===== src/rtl/pwm_pkg.sv =====
// Shared types and default sizes for the dead-time PWM block.
package pwm_pkg;

  localparam int CH_NUM_DEF   = 4;
  localparam int DT_WIDTH_DEF = 8;

  // Per-channel drive state; OFF must encode as zero so reset lands there.
  typedef enum logic [2:0] {
    ST_OFF   = 3'd0,
    ST_LOW   = 3'd1,
    ST_DT_LH = 3'd2,
    ST_HIGH  = 3'd3,
    ST_DT_HL = 3'd4
  } chnl_state_e;

endpackage


===== src/rtl/pwm_deadtime_if.sv =====
// Control/status bundle between the PWM counter stage and the dead-time block.
interface pwm_deadtime_if
  import pwm_pkg::*;
#(
  parameter int CH_NUM   = CH_NUM_DEF,
  parameter int DT_WIDTH = DT_WIDTH_DEF
);

  logic [CH_NUM-1:0]   pwm_i;
  logic                en_i;
  logic [DT_WIDTH-1:0] dt_i;
  logic                flt_i;
  logic                flt_clr_i;
  logic [CH_NUM-1:0]   pwm_h_o;
  logic [CH_NUM-1:0]   pwm_l_o;
  logic                flt_o;

  modport master (
    output pwm_i, en_i, dt_i, flt_i, flt_clr_i,
    input  pwm_h_o, pwm_l_o, flt_o
  );

  modport slave (
    input  pwm_i, en_i, dt_i, flt_i, flt_clr_i,
    output pwm_h_o, pwm_l_o, flt_o
  );

endinterface


===== src/rtl/cdc_sync.sv =====
// Two-flop level synchroniser, one independent chain per bit.
module cdc_sync #(
  parameter int W = 1
) (
  input  logic         clk,
  input  logic         rst_n,
  input  logic [W-1:0] d,
  output logic [W-1:0] q
);

  logic [W-1:0] meta;

  // First flop may go metastable; the second gives it a full cycle to settle.
  always_ff @(posedge clk or negedge rst_n) begin
    if (!rst_n) begin
      meta <= '0;
      q    <= '0;
    end else begin
      meta <= d;
      q    <= meta;
    end
  end

endmodule


===== src/rtl/dffr.sv =====
// Plain D flip-flop bank with asynchronous active-low clear.
module dffr #(
  parameter int W = 1
) (
  input  logic         clk,
  input  logic         rst_n,
  input  logic [W-1:0] d,
  output logic [W-1:0] q
);

  // Storage with async clear to zero.
  always_ff @(posedge clk or negedge rst_n) begin
    if (!rst_n) q <= '0;
    else        q <= d;
  end

endmodule


===== src/rtl/pwm_dt_chnl.sv =====
// One PWM channel: Moore FSM with dead-time down-counter and registered
// high/low drive decoded from the next state.
module pwm_dt_chnl
  import pwm_pkg::*;
#(
  parameter int DT_WIDTH = DT_WIDTH_DEF
) (
  input  logic                clk,
  input  logic                rst_n,
  input  logic                s_in,
  input  logic                force_off,
  input  logic [DT_WIDTH-1:0] dt,
  output logic                pwm_h,
  output logic                pwm_l
);

  chnl_state_e         state;
  chnl_state_e         state_nxt;
  logic [2:0]          state_q;
  logic [DT_WIDTH-1:0] cnt;
  logic [DT_WIDTH-1:0] cnt_nxt;
  logic [DT_WIDTH-1:0] dt_load;
  logic                dt_zero;
  logic [1:0]          drv_nxt;
  logic [1:0]          drv_q;

  assign dt_zero = (dt == '0);
  // Window length is D cycles: load D-1, leave when the counter reads zero.
  assign dt_load = dt - DT_WIDTH'(1);
  assign state   = chnl_state_e'(state_q);

  dffr #(.W(3)) u_state (
    .clk   (clk),
    .rst_n (rst_n),
    .d     (state_nxt),
    .q     (state_q)
  );

  dffr #(.W(DT_WIDTH)) u_cnt (
    .clk   (clk),
    .rst_n (rst_n),
    .d     (cnt_nxt),
    .q     (cnt)
  );

  // Drive flops hold the decode of the state being entered, so they always
  // equal a decode of the current state and can never both be set.
  assign drv_nxt = {state_nxt == ST_HIGH, state_nxt == ST_LOW};

  dffr #(.W(2)) u_drv (
    .clk   (clk),
    .rst_n (rst_n),
    .d     (drv_nxt),
    .q     (drv_q)
  );

  assign pwm_h = drv_q[1];
  assign pwm_l = drv_q[0];

  // Next-state and counter logic; dt is only looked at when a window opens.
  always_comb begin
    state_nxt = state;
    cnt_nxt   = cnt;
    if (force_off) begin
      state_nxt = ST_OFF;
      cnt_nxt   = '0;
    end else begin
      case (state)
        ST_OFF: begin
          if (dt_zero) begin
            state_nxt = s_in ? ST_HIGH : ST_LOW;
          end else begin
            state_nxt = s_in ? ST_DT_LH : ST_DT_HL;
            cnt_nxt   = dt_load;
          end
        end
        ST_LOW: begin
          if (s_in) begin
            if (dt_zero) begin
              state_nxt = ST_HIGH;
            end else begin
              state_nxt = ST_DT_LH;
              cnt_nxt   = dt_load;
            end
          end
        end
        ST_HIGH: begin
          if (!s_in) begin
            if (dt_zero) begin
              state_nxt = ST_LOW;
            end else begin
              state_nxt = ST_DT_HL;
              cnt_nxt   = dt_load;
            end
          end
        end
        ST_DT_LH: begin
          if (!s_in)          state_nxt = ST_LOW;
          else if (cnt == '0) state_nxt = ST_HIGH;
          else                cnt_nxt   = cnt - DT_WIDTH'(1);
        end
        ST_DT_HL: begin
          if (s_in)           state_nxt = ST_HIGH;
          else if (cnt == '0) state_nxt = ST_LOW;
          else                cnt_nxt   = cnt - DT_WIDTH'(1);
        end
        default: begin
          state_nxt = ST_OFF;
          cnt_nxt   = '0;
        end
      endcase
    end
  end

endmodule


===== src/rtl/pwm_deadtime.sv =====
// Multi-channel complementary PWM driver with dead-time insertion,
// sticky fault brake and global enable.
module pwm_deadtime
  import pwm_pkg::*;
#(
  parameter int CH_NUM   = CH_NUM_DEF,
  parameter int DT_WIDTH = DT_WIDTH_DEF
) (
  input  logic                 clk_i,
  input  logic                 rst_n_i,
  pwm_deadtime_if.slave        bus
);

  logic [CH_NUM-1:0] s_in;
  logic [CH_NUM-1:0] pwm_h;
  logic [CH_NUM-1:0] pwm_l;
  logic              flt_q;
  logic              flt_nxt;
  logic [1:0]        arm_q;
  logic              force_off;

  cdc_sync #(.W(CH_NUM)) u_sync (
    .clk   (clk_i),
    .rst_n (rst_n_i),
    .d     (bus.pwm_i),
    .q     (s_in)
  );

  // Sticky fault: a request sets it, a clear only wins when no request is present.
  always_comb begin
    flt_nxt = flt_q;
    if (bus.flt_i)          flt_nxt = 1'b1;
    else if (bus.flt_clr_i) flt_nxt = 1'b0;
  end

  dffr #(.W(1)) u_flt (
    .clk   (clk_i),
    .rst_n (rst_n_i),
    .d     (flt_nxt),
    .q     (flt_q)
  );

  // After reset the synchroniser outputs are not yet valid; hold every channel
  // in OFF until they are, so the first window starts from a real input level
  // and the first drive lands 3+D cycles after release.
  dffr #(.W(2)) u_arm (
    .clk   (clk_i),
    .rst_n (rst_n_i),
    .d     ({arm_q[0], 1'b1}),
    .q     (arm_q)
  );

  assign force_off = bus.flt_i | flt_q | ~bus.en_i | ~arm_q[1];

  for (genvar g = 0; g < CH_NUM; g++) begin : g_ch
    pwm_dt_chnl #(.DT_WIDTH(DT_WIDTH)) u_chnl (
      .clk       (clk_i),
      .rst_n     (rst_n_i),
      .s_in      (s_in[g]),
      .force_off (force_off),
      .dt        (bus.dt_i),
      .pwm_h     (pwm_h[g]),
      .pwm_l     (pwm_l[g])
    );
  end

  assign bus.pwm_h_o = pwm_h;
  assign bus.pwm_l_o = pwm_l;
  assign bus.flt_o   = flt_q;

endmodule

===== src/flat_wrapper.sv =====
// flat-port wrapper written by rule: the top's interface ports become plain ports
module pwm_deadtime_flat import pwm_pkg::*;
#(
  parameter int CH_NUM   = CH_NUM_DEF,
  parameter int DT_WIDTH = DT_WIDTH_DEF
)
  (clk_i, rst_n_i, bus_pwm_i, bus_en_i, bus_dt_i, bus_flt_i, bus_flt_clr_i, bus_pwm_h_o, bus_pwm_l_o, bus_flt_o);
  pwm_deadtime_if #(.CH_NUM(CH_NUM), .DT_WIDTH(DT_WIDTH)) bus_i ();
  input  logic clk_i;
  input  logic rst_n_i;
  input wire logic [$bits(bus_i.pwm_i)-1:0] bus_pwm_i;
  input wire logic [$bits(bus_i.en_i)-1:0] bus_en_i;
  input wire logic [$bits(bus_i.dt_i)-1:0] bus_dt_i;
  input wire logic [$bits(bus_i.flt_i)-1:0] bus_flt_i;
  input wire logic [$bits(bus_i.flt_clr_i)-1:0] bus_flt_clr_i;
  output wire logic [$bits(bus_i.pwm_h_o)-1:0] bus_pwm_h_o;
  output wire logic [$bits(bus_i.pwm_l_o)-1:0] bus_pwm_l_o;
  output wire logic [$bits(bus_i.flt_o)-1:0] bus_flt_o;
  assign bus_i.pwm_i = bus_pwm_i;
  assign bus_i.en_i = bus_en_i;
  assign bus_i.dt_i = bus_dt_i;
  assign bus_i.flt_i = bus_flt_i;
  assign bus_i.flt_clr_i = bus_flt_clr_i;
  assign bus_pwm_h_o = bus_i.pwm_h_o;
  assign bus_pwm_l_o = bus_i.pwm_l_o;
  assign bus_flt_o = bus_i.flt_o;
  pwm_deadtime #(.CH_NUM(CH_NUM), .DT_WIDTH(DT_WIDTH)) u_core (.clk_i(clk_i), .rst_n_i(rst_n_i), .bus(bus_i));
endmodule

===== config.mk =====
export PLATFORM = sky130hd
export DESIGN_NAME = pwm_deadtime_flat
export DESIGN_NICKNAME = d
export VERILOG_FILES = /design/src/rtl/pwm_pkg.sv /design/src/rtl/pwm_deadtime_if.sv /design/src/rtl/cdc_sync.sv /design/src/rtl/dffr.sv /design/src/rtl/pwm_dt_chnl.sv /design/src/rtl/pwm_deadtime.sv /design/src/flat_wrapper.sv
export SDC_FILE = /design/constraint.sdc
export NUM_CORES = 1
export LEC_CHECK = 0
export CORE_MARGIN = 1.5
export CORE_UTILIZATION = 50
export CTS_CLUSTER_SIZE = 16
export DETAILED_ROUTE_END_ITERATION = 8
export GPL_ROUTABILITY_DRIVEN = 0
export GPL_TIMING_DRIVEN = 0
export PLACE_DENSITY_LB_ADDON = 0.2
export SLEW_MARGIN = 20
export SYNTH_ARGS = -nofsm -noshare
export SYNTH_HDL_FRONTEND = slang
export SYNTH_SLANG_ARGS = --single-unit

===== constraint.sdc =====
create_clock -name clk_i -period 4.85 [get_ports clk_i]
set_clock_uncertainty 0.15 [all_clocks]
set_input_delay 0.97 -clock clk_i [delete_from_list [all_inputs] [get_ports clk_i]]
set_output_delay 0.97 -clock clk_i [all_outputs]
set_load 0.005 [all_outputs]

==> results of run 1 <==
cell usage after synthesis, types with 2 or more instances:
library cell	number	area (µm²)
nor4_4	2	42.5
and3_1	8	50.1
o21ai_0	18	90.1
xnor2_1	8	70.1
nor3b_1	2	15.0
o32a_1	5	50.1
o21bai_1	2	15.0
buf_1	3	11.3
nor2_1	37	139
nand2b_1	8	50.1
a31oi_1	4	25.0
o32ai_1	4	35.0
a21o_1	4	30.0
nand3_1	10	50.1
inv_1	21	78.8
a211oi_1	3	22.5
o22ai_1	18	113
dfrtp_1	63	1580
buf_4	9	67.6
o221ai_1	7	61.3
nor3_1	20	100
and2_1	2	12.5
or3_1	4	25.0
nor4_1	5	31.3
or2_2	6	37.5
nand2_1	36	135
a31o_2	2	17.5
ha_1	10	125
nor2b_1	7	43.8
a22o_1	6	52.6
and2b_1	2	15.0
buf_2	5	25.0
o211a_1	7	70.1
a32o_1	2	20.0
a21oi_1	22	110
clkbuf_1	12	45.0
xor2_1	15	131
nand3b_1	2	15.0
worst max path at each step:
stage                                                   end  depth (start not counted)  slack [ns]
6_report       u_core.g_ch[0].u_chnl.u_cnt.q[6]$_DFFE_PN0P_                         10        1.53
5_1_grt        u_core.g_ch[0].u_chnl.u_cnt.q[6]$_DFFE_PN0P_                         10        1.32
4_1_cts        u_core.g_ch[0].u_chnl.u_cnt.q[6]$_DFFE_PN0P_                         10        1.60
3_5_place_dp   u_core.g_ch[0].u_chnl.u_cnt.q[6]$_DFFE_PN0P_                         10        1.26
3_3_place_gp                u_core.u_sync.meta[2]$_DFF_PN0_                          1        0.57
2_1_floorplan  u_core.g_ch[3].u_chnl.u_cnt.q[0]$_DFFE_PN0P_                         10        1.98
final cells by class:
cell class	count	area, µm²	share of cell area
Timing Repair Buffer	25	265	0.0617
Sequential cell	63	1580	0.367
Tap cell	99	124	0.0288
Multi-Input combinational cell	302	1930	0.448
Buffer	29	149	0.0346
Clock inverter	4	47.5	0.0111
Clock buffer	11	131	0.0305
Inverter	21	78.8	0.0183
power groups by stage:
stage	clock network [mW]	registers, mW	logic (mW)
after CTS	0.440	0.546	0.137
after global placement	0	0.555	0.131
after floorplan	0	0.553	0.0841
after detailed placement	0	0.555	0.136
final	0.431	0.546	0.138
after global routing	0.465	0.547	0.154
sequential cells by signal, indices dropped and copies added, names as in the netlist:
name,flops
u_core.u_sync.meta,4
u_core.u_sync.q,4
u_core.g_ch.u_chnl.u_state.q,12
u_core.g_ch.u_chnl.u_cnt.q,32
u_core.u_flt.q,1
u_core.u_arm.q,2
u_core.g_ch.u_chnl.u_drv.q,8
logic make-up (layout without fill, tap and decap cells):
logic type / after synthesis / in the layout / synth area share
buffers and inverters: 50 / 90 / 0.0610
DFF: 63 / 63 / 0.422
muxes: 2 / 2 / 0.00570
xor gates and xnor gates: 23 / 23 / 0.0540
other: 1 / 1 / 0.00100
and+or+nand+nor: 156 / 156 / 0.217
adders and majority gates: 10 / 10 / 0.0335
AOI/OAI and AO/OA: 110 / 110 / 0.205
per-layer routing:
metal  wire length (µm)  track usage  vias up  part of all wire
met5                  0            0        -                 0
met4                266        0.119        0             0.030
met3                471       0.0388       23             0.053
met2               4080        0.393       94              0.46
met1               4020        0.327     1563              0.45
li1                   -            -     1551                 -
stage by stage:
step           setup slack, ns  hold slack, ns  cells  power (mW)  area [µm²]
2_1_floorplan             1.98           0.181    415       0.637        3730
3_3_place_gp             0.569           0.182    538       0.687        4100
3_5_place_dp              1.26           0.186    539       0.691        4120
4_1_cts                   1.60           0.201    554        1.12        4300
5_1_grt                   1.32           0.208    554        1.17        4300
6_report                  1.53           0.200    554        1.11        4300
worst max-delay path, stage by stage:
cell and delay, ns:
clkdlybuf4s50_1 0.49, inv_1 0.11, ha_1 0.17, nor3b_1 0.41, nand2_1 0.28, a32oi_1 0.25, and3_1 0.18, clkbuf_1 0.24
nor3_1 0.09, a31o_2 0.22
==> results.md, run 1 <==
- RSZ-0062 raised after global routing: no
- I/O pins: 26
- Max-slew violation count: 0
- Routed wire length: 8850 µm
- Critical path class: in2reg
- Final Net Count: 478
- Logic pwr share: 0.124
- Worst setup EP type: flop
- CTS Buf Count: 9
- Setup_tns: 0 ns
- Flop pwr share: 0.490
- Final Cycle Share: 0.685
- Net Sw Frac: 0.258
- P_sw: 287 µW
- Via count of the first global-routing pass: 3024
- Post-CTS resize count: 0
- Startpoint Class: input port
- Hold Buf Count CTS: 0
- HP Class: reg2reg
- Hpwl dp: 6120 µm
- Crit Path Max Fanout: 6
- Starting DRT DRC Count: 202
- Diode count: 0
- Library cells used by synthesis: 52
- Drt wl/cell: 16.0 µm
- TritonCTS clock tree: done
- Clk network pwr share: 0.387
- Initial Util: 0.515
- Worst vdd ir: 0.000153 V
- Mapped cell area: 3730 µm²
- Clock slew at reported path FFs: 0.07 ns
- Max Buffers Root-to-Sink: 2
- CTS H-Tree Depth: 3
- HP Start: u_core.u_sync.meta[2]$_DFF_PN0_
- Pin count of the biggest net entering global routing: 45
- Reg-to-reg critical path endpoint: u_core.g_ch[1].u_chnl.u_cnt.q[4]$_DFFE_PN0P_
- Die Span Y: 89.4 µm
- Min-Delay Path Depth: 0
- DR vias: 3231
- Warnings, synthesis: 0
- Tmin final: 3.32 ns
- Worst relative slew slack: 0.498
- Commonest cells after routing, fill and taps aside: dfrtp_1 (63), nor2_1 (37), nand2_1 (36)
- Power Dens Cells: 259 nW/µm²
- Post-synth EDFFs: 0
- Drt drc: 0
- CTS root buffer: clkbuf_8
- Max frequency: 301 MHz
- Dominant synthesized flop cell: dfrtp_1
- Post-CTS Setup Bufs: 0
- R2r startpoint: u_core.g_ch[1].u_chnl.u_cnt.q[4]$_DFFE_PN0P_
- R2R depth: 6
- Port buffer count: 24
- Net Count, Synth: 442
- Pre-antenna DRT Iters: 5
- WHS Endpoint: u_core.u_sync.q[2]$_DFF_PN0_
- Syn_area_per_cell: 8.99 µm²
- Leak pwr: 2.09 nW
- Overall Global Routing Usage: 0.246
- Internal power: 827 µW
- CTS sink cnt: 63
- Final Core Density: 0.593
- Initial antenna violation count: 0
- Std cell rows: 31
- Post-synthesis cell count: 415
- CP arrival: 3.41 ns
- Remaining global-route overflow: 0
- Vias per cell: 5.83
- Final hold vios: 0
- Area Growth Syn to Fin: 15.2%
- Critical Path RT: 4.93 ns
- Synth Register Bits: 63
- Clock latency on the worst-skew pair: 0.34 ns
- Most common cell after layout, fill and taps aside: dfrtp_1
- Layout cell share with drive strength beyond 1: 0.0967
- Setup violations, final: 0
- Max Cap Viol: 0
- Status: completed
- Core area: 7250 µm²
- R2R setup slack: 2.56 ns
- Asr flop ratio synth: 1.00
- First-pass GRT wire length: 14700 µm
- Sequential share of the synthesized area: 0.422
- Worst-Margin Slew: 0.747 ns
- Die width: 89.4 µm
- ANT nets after route: 0
- Die area: 7990 µm²
- Worst Setup SP: bus_dt_i[1]
- Fillers: 658
(Power assumes the default switching activity.)
==> run 2: changes to the inputs <==
==> constraint.sdc (replaced) <==
create_clock -name clk_i -period 3.2 [get_ports clk_i]
set_clock_uncertainty 0.15 [all_clocks]
set_input_delay 0.64 -clock clk_i [delete_from_list [all_inputs] [get_ports clk_i]]
set_output_delay 0.64 -clock clk_i [all_outputs]
set_load 0.005 [all_outputs]
==> results of run 2 <==
Same layout as run 1 (identical final DEF). Status: completed.
Among the figures that moved: setup slack after placement 1.26 ns -> -0.0591 ns; setup slack after layout 1.53 ns -> 0.206 ns; hold slack 0.200 ns -> 0.0269 ns; register-to-register setup slack 2.56 ns -> 0.91 ns; total power 1.11 mW -> 1.69 mW; worst IR drop on VDD 0.000153 V -> 0.000232 V
==> run 3: changes to the inputs <==
--- a/config.mk
+++ b/config.mk
@@ -5,6 +5,7 @@
 export SDC_FILE = /design/constraint.sdc
 export NUM_CORES = 1
 export LEC_CHECK = 0
+export CAP_MARGIN = 40
 export CORE_MARGIN = 1.5
 export CORE_UTILIZATION = 50
 export CTS_CLUSTER_SIZE = 16
@@ -12,6 +13,7 @@
 export GPL_ROUTABILITY_DRIVEN = 0
 export GPL_TIMING_DRIVEN = 0
 export PLACE_DENSITY_LB_ADDON = 0.2
+export SETUP_SLACK_MARGIN = 0.4
 export SLEW_MARGIN = 20
 export SYNTH_ARGS = -nofsm -noshare
 export SYNTH_HDL_FRONTEND = slang
==> results.md, run 3 (same netlist as run 1, synthesis figures left out) <==
- CTS root buffer: clkbuf_8
- HP Class: in2async
- Drt wl/cell: 15.9 µm
- Status: completed
- Area Growth Syn to Fin: 16.1%
- Commonest cells after routing, fill and taps aside: dfrtp_1 (63), nor2_1 (37), nand2_1 (35)
- Vias per cell: 5.77
- Flip-flop count of the largest register after layout: 32
- DR vias: 3197
- RSZ-0062 raised after global routing: no
- Die width: 89.4 µm
- Routed wire length: 8780 µm
- Clock latency on the worst-skew pair: 0.34 ns
- Max Buffers Root-to-Sink: 2
- Remaining global-route overflow: 0
- Hold Buf Count CTS: 0
- Critical Path RT: 3.28 ns
- CTS H-Tree Depth: 3
- Overall Global Routing Usage: 0.246
- Most common cell after layout, fill and taps aside: dfrtp_1
- Power Dens Cells: 390 nW/µm²
- Pin count of the biggest net entering global routing: 45
- Max-slew violation count: 0
- Post-route cell area: 4330 µm²
- Startpoint Class: input port
- Pre-antenna DRT Iters: 5
- Global Route met2 Usage: 0.393
- Pre-CTS setup slack: -0.0591 ns
- CTS sink cnt: 63
- Worst setup EP type: flop
- Post-CTS Setup Bufs: 0
- Via count of the first global-routing pass: 3024
- Fillers: 648
- Leak pwr: 2.11 nW
- Die Span Y: 89.4 µm
- M3 GR Usage: 0.0388
- TritonCTS clock tree: done
- Biggest regs: u_core.g_ch.u_chnl.u_cnt.q (32), u_core.g_ch.u_chnl.u_state.q (12), u_core.g_ch.u_chnl.u_drv.q (8)
- Critical path class: in2reg
- Setup violations, final: 0
- Worst-Margin Slew: 0.767 ns
- Final Cycle Share: 0.845
- CP arrival: 2.78 ns
- Port buffer count: 24
- Hpwl dp: 6120 µm
- Core area: 7250 µm²
- Worst relative slew slack: 0.485
- Tmin final: 2.70 ns
- Diode count: 0
- PnR worst setup slack: 0.496 ns
- Final hold vios: 0
- Final Net Count: 478
- Post-DP Area: 4120 µm²
- Initial Util: 0.515
- Starting DRT DRC Count: 202
- CTS Buf Count: 9
- Layout cell share with drive strength beyond 1: 0.108
- Crit Path Max Fanout: 10
- Grt peak-use layer: met2
- First-pass GRT wire length: 14700 µm
- Clock slew at reported path FFs: 0.07 ns
- Drt drc: 0
- ANT nets after route: 0
- Max frequency: 370 MHz
- Most flops, register: u_core.g_ch.u_chnl.u_cnt.q
- Met1 GRT Util: 0.327
- I/O pins: 26
- Worst vdd ir: 0.000232 V
- Initial antenna violation count: 0
- Die area: 7990 µm²
- Hold Slack: 0.0255 ns
- Cell Count, Final, Fillers Out: 554
- Max Cap Viol: 0
- Std cell rows: 31
- Placed instance count: 539
## run 3: layer usage
layer | part of all wire | up-vias | wire length (µm)
li1 | - | 1552 | -
met4 | 0.032 | 0 | 280
met1 | 0.45 | 1530 | 3990
met3 | 0.048 | 25 | 422
met2 | 0.47 | 90 | 4090
met5 | 0 | - | 0
## run 3: stage by stage
| stage | setup TNS, ns | power, mW | util |
|---|---|---|---|
| floorplan | 0 | 0.965 | - |
| global placement | -47.06 | 1.04 | 0.565 |
| detailed placement | -0.0960 | 1.05 | 0.568 |
| CTS | 0 | 1.70 | 0.594 |
| global route | 0 | 1.77 | 0.597 |
| finish | 0 | 1.69 | 0.597 |
## run 3: layout make-up
cell class / instances / area [µm²] / area share
timing repair buffer: 25 / 265 / 0.0612
multi-input combinational: 302 / 1960 / 0.452
sequential: 63 / 1580 / 0.364
tap: 99 / 124 / 0.0286
inverter: 21 / 78.8 / 0.0182
clock inverter: 4 / 47.5 / 0.0110
buffer: 29 / 153 / 0.0352
clock buffer: 11 / 131 / 0.0303
## run 3: path summary, 6_finish.rpt
check | startpoint | endpoint | slack (ns) | depth (start not counted)
max | bus_dt_i[3] | u_core.g_ch[2].u_chnl.u_cnt.q[0]$_DFFE_PN0P_ | 0.50 | 7
min | rst_n_i | u_core.g_ch[3].u_chnl.u_drv.q[1]$_DFF_PN0_ | 0.03 | 1
max reg2reg | u_core.g_ch[1].u_chnl.u_cnt.q[4]$_DFFE_PN0P_ | u_core.g_ch[1].u_chnl.u_cnt.q[4]$_DFFE_PN0P_ | 0.93 | 6
min reg2reg | u_core.u_sync.meta[2]$_DFF_PN0_ | u_core.u_sync.q[2]$_DFF_PN0_ | 0.20 | 0
max in group asynchronous | rst_n_i | u_core.g_ch[0].u_chnl.u_cnt.q[5]$_DFFE_PN0P_ | 2.37 | 2
min in group clk_i | u_core.u_sync.meta[2]$_DFF_PN0_ | u_core.u_sync.q[2]$_DFF_PN0_ | 0.20 | 0
## run 3: report_power, final
| part | total [mW] | internal (mW) | switching, mW |
|---|---|---|---|
| Combinational | 0.211 | 0.0910 | 0.120 |
| Clock | 0.652 | 0.353 | 0.299 |
| Sequential | 0.827 | 0.811 | 0.0161 |
| Total | 1.69 | 1.26 | 0.435 |
## run 3: critical path, cell delays in order
cell and delay (ns):
clkdlybuf4s50_1 0.51, nor4_4 0.51, nand2_2 0.21, o21ai_0 0.16
nand3_1 0.26, buf_2 0.27, o211a_1 0.22
## run 3: repair_timing
item,CTS,global route
pin swaps,0,1
gates cloned,0,0
resized for setup,1,8
setup endpoints to repair,19,27
